### src/rtl/gate_stim_pkg.sv
// Shared types for the gate stimulus/check stage: FSM states,
// res bit indices and the truth-table model with its care mask.
package gate_stim_pkg;

    typedef enum logic [2:0] {
        S_IDLE,
        S_DRIVE,
        S_SETTLE,
        S_CHECK,
        S_DONE
    } state_t;

    localparam int RES_W      = 9;
    localparam int RES_AND    = 0;
    localparam int RES_OR     = 1;
    localparam int RES_NAND   = 2;
    localparam int RES_NOR    = 3;
    localparam int RES_XOR    = 4;
    localparam int RES_XNOR   = 5;
    localparam int RES_INV    = 6;
    localparam int RES_BUF    = 7;
    localparam int RES_NOTIF1 = 8;

    typedef struct packed {
        logic [RES_W-1:0] val;
        logic [RES_W-1:0] care;
    } exp_t;

    function automatic exp_t exp_res(
        input logic enable,
        input logic in1,
        input logic in2
    );
        exp_t e;
        e.val  = '0;
        e.care = '1;
        e.val[RES_AND]    = in1 & in2;
        e.val[RES_OR]     = in1 | in2;
        e.val[RES_NAND]   = ~(in1 & in2);
        e.val[RES_NOR]    = ~(in1 | in2);
        e.val[RES_XOR]    = in1 ^ in2;
        e.val[RES_XNOR]   = ~(in1 ^ in2);
        e.val[RES_INV]    = ~in1;
        e.val[RES_BUF]    = in1;
        e.val[RES_NOTIF1] = ~in1;
        // notif1 floats while disabled, so its value carries no meaning
        e.care[RES_NOTIF1] = enable;
        return e;
    endfunction

endpackage

### src/rtl/gate_stim_check_if.sv
// Stimulus/response bundle between the check stage and the gate cell.
// master drives stimulus and reads results; slave is the gate side.
interface gate_stim_check_if;
    import gate_stim_pkg::*;

    logic             in1;
    logic             in2;
    logic             enable;
    logic [RES_W-1:0] res;

    modport master (
        output in1,
        output in2,
        output enable,
        input  res
    );

    modport slave (
        input  in1,
        input  in2,
        input  enable,
        output res
    );

endinterface

### src/rtl/gate_stim_check_truth_cmp.sv
// Combinational compare of the gate outputs against the truth table.
// Any unknown value on a cared-for bit is reported as a mismatch.
module gate_truth_cmp
    import gate_stim_pkg::*;
(
    input  logic             enable,
    input  logic             in1,
    input  logic             in2,
    input  logic [RES_W-1:0] res,
    output logic             mismatch
);

    exp_t             e;
    logic [RES_W-1:0] diff;

    assign e        = exp_res(enable, in1, in2);
    assign diff     = (res ^ e.val) & e.care;
    assign mismatch = (diff !== '0);

endmodule

### src/rtl/gate_stim_check.sv
// Clocked sweep of all 8 gate vectors with settle, compare and error count.
// Optional first-failure log: define GATE_STIM_CHECK_ERRLOG_EN.
module gate_stim_check
    import gate_stim_pkg::*;
#(
    parameter int HOLD_CYCLES = 4,
    parameter int LOOPS       = 1,
    parameter int ERR_W       = 8
) (
    input  logic             clk,
    input  logic             rst,
    input  logic             start,
    gate_stim_check_if.master gate,
    output logic [2:0]       vec_idx,
    output logic             busy,
    output logic             done,
    output logic             pass,
`ifdef GATE_STIM_CHECK_ERRLOG_EN
    output logic [2:0]       first_fail_vec,
    output logic [RES_W-1:0] first_fail_res,
    output logic             first_fail_valid,
`endif
    output logic [ERR_W-1:0] err_count
);

    state_t     state;
    state_t     state_nxt;
    logic [7:0] cnt;
    logic [3:0] loop;
    logic       in1_q;
    logic       in2_q;
    logic       en_q;
    logic       mismatch;
    logic       last_vec;
    logic       last_loop;
    logic       accept;

    assign gate.in1    = in1_q;
    assign gate.in2    = in2_q;
    assign gate.enable = en_q;

    assign last_vec  = (vec_idx == 3'd7);
    assign last_loop = (loop == 4'(LOOPS - 1));
    assign accept    = start &&
                       ((state == S_IDLE) || (state == S_DONE));

    gate_truth_cmp u_cmp (
        .enable   (en_q),
        .in1      (in1_q),
        .in2      (in2_q),
        .res      (gate.res),
        .mismatch (mismatch)
    );

    always_ff @(posedge clk or posedge rst) begin
        if (rst) state <= S_IDLE;
        else     state <= state_nxt;
    end

    always_comb begin
        state_nxt = state;
        unique case (state)
            S_IDLE,
            S_DONE:   if (accept) state_nxt = S_DRIVE;
            S_DRIVE:  state_nxt = S_SETTLE;
            S_SETTLE: if (cnt == 8'd0) state_nxt = S_CHECK;
            S_CHECK:  state_nxt = (last_vec && last_loop) ?
                                  S_DONE : S_DRIVE;
            default:  state_nxt = S_IDLE;
        endcase
    end

    always_comb begin
        busy = (state == S_DRIVE) || (state == S_SETTLE) ||
               (state == S_CHECK);
        done = (state == S_DONE);
        pass = done && (err_count == '0);
    end

    always_ff @(posedge clk or posedge rst) begin
        if (rst) begin
            vec_idx   <= '0;
            cnt       <= '0;
            loop      <= '0;
            in1_q     <= 1'b0;
            in2_q     <= 1'b0;
            en_q      <= 1'b0;
            err_count <= '0;
        end else begin
            unique case (state)
                S_IDLE,
                S_DONE: begin
                    if (accept) begin
                        vec_idx   <= '0;
                        loop      <= '0;
                        err_count <= '0;
                    end
                end
                S_DRIVE: begin
                    {en_q, in1_q, in2_q} <= vec_idx;
                    cnt <= 8'(HOLD_CYCLES - 1);
                end
                S_SETTLE: begin
                    if (cnt != 8'd0) cnt <= cnt - 8'd1;
                end
                S_CHECK: begin
                    if (mismatch && (err_count != '1))
                        err_count <= err_count + 1'b1;
                    if (!last_vec) begin
                        vec_idx <= vec_idx + 3'd1;
                    end else if (!last_loop) begin
                        vec_idx <= '0;
                        loop    <= loop + 4'd1;
                    end
                end
                default: ;
            endcase
        end
    end

`ifdef GATE_STIM_CHECK_ERRLOG_EN
    // only the first failing vector of a run is kept
    always_ff @(posedge clk or posedge rst) begin
        if (rst) begin
            first_fail_vec   <= '0;
            first_fail_res   <= '0;
            first_fail_valid <= 1'b0;
        end else if (accept) begin
            first_fail_vec   <= '0;
            first_fail_res   <= '0;
            first_fail_valid <= 1'b0;
        end else if ((state == S_CHECK) && mismatch &&
                     !first_fail_valid) begin
            first_fail_vec   <= vec_idx;
            first_fail_res   <= gate.res;
            first_fail_valid <= 1'b1;
        end
    end
`endif

endmodule

### src/flat_wrapper.sv
// flat-port wrapper written by rule: the top's interface ports become plain ports
module gate_stim_check_flat import gate_stim_pkg::*;
#(
    parameter int HOLD_CYCLES = 4,
    parameter int LOOPS       = 1,
    parameter int ERR_W       = 8
)
  (clk, rst, start, vec_idx, busy, done, pass, err_count, gate_in1, gate_in2, gate_enable, gate_res);
  gate_stim_check_if gate_i ();
  input  logic clk;
  input  logic rst;
  input  logic start;
  output logic [2:0] vec_idx;
  output logic busy;
  output logic done;
  output logic pass;
  output logic [ERR_W-1:0] err_count;
  output wire logic [$bits(gate_i.in1)-1:0] gate_in1;
  output wire logic [$bits(gate_i.in2)-1:0] gate_in2;
  output wire logic [$bits(gate_i.enable)-1:0] gate_enable;
  input wire logic [$bits(gate_i.res)-1:0] gate_res;
  assign gate_in1 = gate_i.in1;
  assign gate_in2 = gate_i.in2;
  assign gate_enable = gate_i.enable;
  assign gate_i.res = gate_res;
  gate_stim_check #(.HOLD_CYCLES(HOLD_CYCLES), .LOOPS(LOOPS), .ERR_W(ERR_W)) u_core (.clk(clk), .rst(rst), .start(start), .gate(gate_i), .vec_idx(vec_idx), .busy(busy), .done(done), .pass(pass), .err_count(err_count));
endmodule
### config.mk
export PLATFORM = sky130hd
export DESIGN_NAME = gate_stim_check_flat
export DESIGN_NICKNAME = d
export VERILOG_FILES = /design/src/rtl/gate_stim_pkg.sv /design/src/rtl/gate_stim_check_if.sv /design/src/rtl/gate_stim_check_truth_cmp.sv /design/src/rtl/gate_stim_check.sv /design/src/flat_wrapper.sv
export SDC_FILE = /design/constraint.sdc
export NUM_CORES = 1
export LEC_CHECK = 0
export ABC_AREA = 1
export BUFFER_PORTS_ARGS = -buffer_cell sky130_fd_sc_hd__clkbuf_2
export CORE_UTILIZATION = 56
export CTS_BUF_LIST = sky130_fd_sc_hd__clkbuf_8 sky130_fd_sc_hd__clkbuf_16
export DETAILED_ROUTE_END_ITERATION = 10
export PLACE_DENSITY_LB_ADDON = 0.25
export SKIP_CTS_REPAIR_TIMING = 1
export SYNTH_ARGS = -nofsm -noshare
export SYNTH_HDL_FRONTEND = slang
export SYNTH_HIERARCHICAL = 1
export SYNTH_SLANG_ARGS = --single-unit
export TNS_END_PERCENT = 30
### constraint.sdc
create_clock -name clk -period 2.2 [get_ports clk]
set_input_delay 0.33 -clock clk [delete_from_list [all_inputs] [get_ports clk]]
set_output_delay 0.33 -clock clk [all_outputs]
set_load 0.005 [all_outputs]
==> qor.yml <==
pwr:
  p_per_area_nw_per_um2: 1138
  seqPwrFrac_pct: 35.2
  power_frac_clock_pct: 20.5
  p_switching_mw: 1.060
  p_int_mw: 1.339
  combPwrFrac_pct: 44.3
  leakagePower_nw: 1.169
  swShare_pct: 44.18
  ir_drop_mv: 0.7228
global_route:
  grt_overflow: 0
  antenna_found_initial: 0
  grt_usage_pct: 25.74
  grt_pass1_vias: 1582
  grt_max_degree: 30
  grt_pass1_wl_mm: 6.582
clocking:
  cts_buffers: 5
  cts_max_level: 2
  cts_tree: "yes"
  clock_latency_ns: 0.28
  clockBufferDepth: 2
  ctsRootBufferMaster: "clkbuf_8"
  cts.sink_count: 29
  clk_pin_slew_ns: 0.07
timing:
  min_period_over_period_pct: 82.97
  fin_crit_ns: 1.825
  fmax_mhz: 547.8
  worstMarginPinSlew_ns: 0.3653
  relSlewSlack_pct: 75.65
  hold_viol_final: 0
  postLayoutSetupSlackWorst_ns: 0.3746
  setup_viol: 0
  fin_worst_skew_ns: 0.005828
  finalMaxSlewViolations: 0
  rsz0062_at_grt: "false"
  setup_tns_ns: 0
synth:
  ys_warn_count: 6
  synth_cell_types: 24
  syn_area_sq_um: 1820
  syn_inst: 262
  ys_seq_elements: 29
  synth.top_cell.area_share_pct: 39.86
  ys_seq_area_share_pct: 39.86
  syn_avg_cell_area_sq_um: 6.948
  syn_nets: 283
  synth_area_leaders: "dfrtp_1, nand2_1, inv_1, nand3_1, ha_1"
  synth_top_area_cell: "dfrtp_1"
die:
  start_util_pct: 59.15
  die_area_sq_um: 3483
  die_height_um: 59.02
  coreArea_sq_um: 3078
  die_w_um: 59.02
  io_pins: 29
  rows: 20
finish:
  num-fill-cells: 297
  diodes: 0
  nNetsFinal: 317
  final_layout_size_suffix_gt1_share_pct: 16.16
  area_growth_pct: 15.81
critical_path:
  critPathArrivalTime_ns: 2.03
  path_max_fanout: 14
  cp-end-kind: "flip-flop"
  setup.worst_path.class: "reg2reg"
  worstSetupStartpoint: "u_core/gate.in1$_DFFE_PP0P_"
  reg2reg_from: "u_core/gate.in1$_DFFE_PP0P_"
  worstPathRequired_ns: 2.41
  start_kind: "flip-flop"
routing:
  wl_per_cell_um: 10.83
  dr.pass1.iters: 4
  routed_via_density: 4.924
  via_count: 1679
  first_iter_violations: 103
  routed_wl_mm: 3.692
  drtAntennaViolNets: 0
  drc: 0
worst_hold_path:
  hp-class: "in2async"
place:
  pre_cts_ws_ns: 0.3813
  hpwl_mm: 2.713
  gp_congestion: 0.8179
  portBuffers: 28
job:
  max_cap_viol_count: 0
run_status:
  outcome: "finished clean"
==> cell usage after synthesis <==
cell,instances
nand2_1,91
inv_1,33
nor2_1,30
dfrtp_1,29
nand3_1,24
ha_1,9
o21ai_0,9
o21ai_1,9
xor2_1,5
a21oi_1,3
inv_2,3
nand2_2,3
nand4_1,3
buf_2,1
buf_6,1
nand3_2,1
nor2_2,1
nor2_4,1
nor3_1,1
o211ai_1,1
o21ai_2,1
or2_1,1
or2_2,1
xnor2_1,1
==> power by group through the flow <==
stage	clock network [mW]	registers [mW]	logic (mW)
2_1_floorplan	0	0.825	0.827
3_3_place_gp	0	0.849	1.03
3_5_place_dp	0	0.855	1.06
4_1_cts	0.500	0.844	1.07
5_1_grt	0.526	0.868	1.25
6_report	0.492	0.843	1.06
==> metrics by stage <==
step | total power [mW] | hold WS [ns] | util, % | std cells | area, sq um
floorplan | 1.652 | 0.4081 | - | 262 | 1821
global placement | 1.881 | 0.4000 | 65.20 | 333 | 2007
detailed placement | 1.914 | 0.4050 | 65.20 | 333 | 2007
CTS | 2.410 | 0.09765 | 68.50 | 341 | 2108
global route | 2.642 | 0.1429 | 68.50 | 341 | 2108
finish | 2.399 | 0.08698 | 68.50 | 341 | 2108
==> sequential cells by signal, summed over array words and instances, names as in the netlist <==
register            cells
u_core/cnt              8
u_core/err_count        8
u_core/gate.enable      1
u_core/gate.in1         1
u_core/gate.in2         1
u_core/loop             4
u_core/state            3
u_core/vec_idx          3
==> layout make-up <==
class,instances,area [sq um],area share (%)
Multi-Input combinational cell,195,943.4,44.75
Sequential cell,29,725.7,34.42
Timing Repair Buffer,29,147.6,7.003
Inverter,36,135.1,6.410
Clock buffer,7,96.34,4.570
Tap cell,44,55.05,2.611
Clock inverter,1,5.005,0.2374
==> worst max-delay path, stage by stage, from the launching register on <==
cell	delay, ns
dfrtp_1	0.41
inv_2	0.09
ha_1	0.33
nor2_1	0.11
nand2_1	0.05
nand2_1	0.05
nand2_1	0.05
nor2_1	0.09
nand2_1	0.07
nand2_1	0.08
nand2_1	0.06
nand2_2	0.21
nand2_1	0.07
o21ai_1	0.09
==> routing by layer <==
layer  track usage (%)  up-vias  part of all wire, %
met3             8.079        5                  4.1
met2             42.21       31                   47
li1                  -      887                    -
met4             9.864        0                  1.5
met5                 0        -                    0
met1             31.81      756                   47
==> layout by cell type, fill, tap and decap left out <==
cell	n
nor2_2	1
nand2_2	3
o211ai_1	1
inv_2	3
o21ai_0	9
xor2_1	5
ha_1	9
clkbuf_2	28
clkinv_2	1
dfrtp_1	29
o21ai_1	9
inv_1	33
or2_2	1
xnor2_1	1
nand2_1	91
a21oi_1	3
nor2_4	1
nand3_1	24
nor2_1	30
o21ai_2	1
nand4_1	3
clkbuf_8	7
or2_1	1
buf_4	1
nand3_2	1
nor3_1	1
==> logic make-up (layout without fill, tap and decap cells) <==
| logic type | after synthesis | count (layout) | share of synthesized area [%] |
|---|---|---|---|
| buffers and inverters | 38 | 73 | 8.316 |
| DFF | 29 | 29 | 39.86 |
| and+or+nand+nor | 157 | 157 | 36.08 |
| xor gates and xnor gates | 6 | 6 | 2.887 |
| adders and majority gates | 9 | 9 | 6.186 |
| AOI/OAI and AO/OA | 23 | 23 | 6.666 |
==> final timing paths <==
| kind | slack, ns | to | depth (start not counted) |
|---|---|---|---|
| worst max register to register | 0.37 | u_core/err_count[7]$_DFFE_PP0P_ | 13 |
| min in group clk | 0.40 | u_core/state[2]$_DFFE_PP0P_ | 4 |
| worst max-delay path | 0.37 | u_core/err_count[7]$_DFFE_PP0P_ | 13 |
| max in group asynchronous | 1.84 | u_core/cnt[2]$_DFFE_PP0P_ | 3 |
| worst min-delay path | 0.09 | u_core/gate.in2$_DFFE_PP0P_ | 3 |
| worst min register to register | 0.52 | u_core/cnt[0]$_DFFE_PP0P_ | 2 |
No activity file was read; power rests on OpenSTA's default activity.
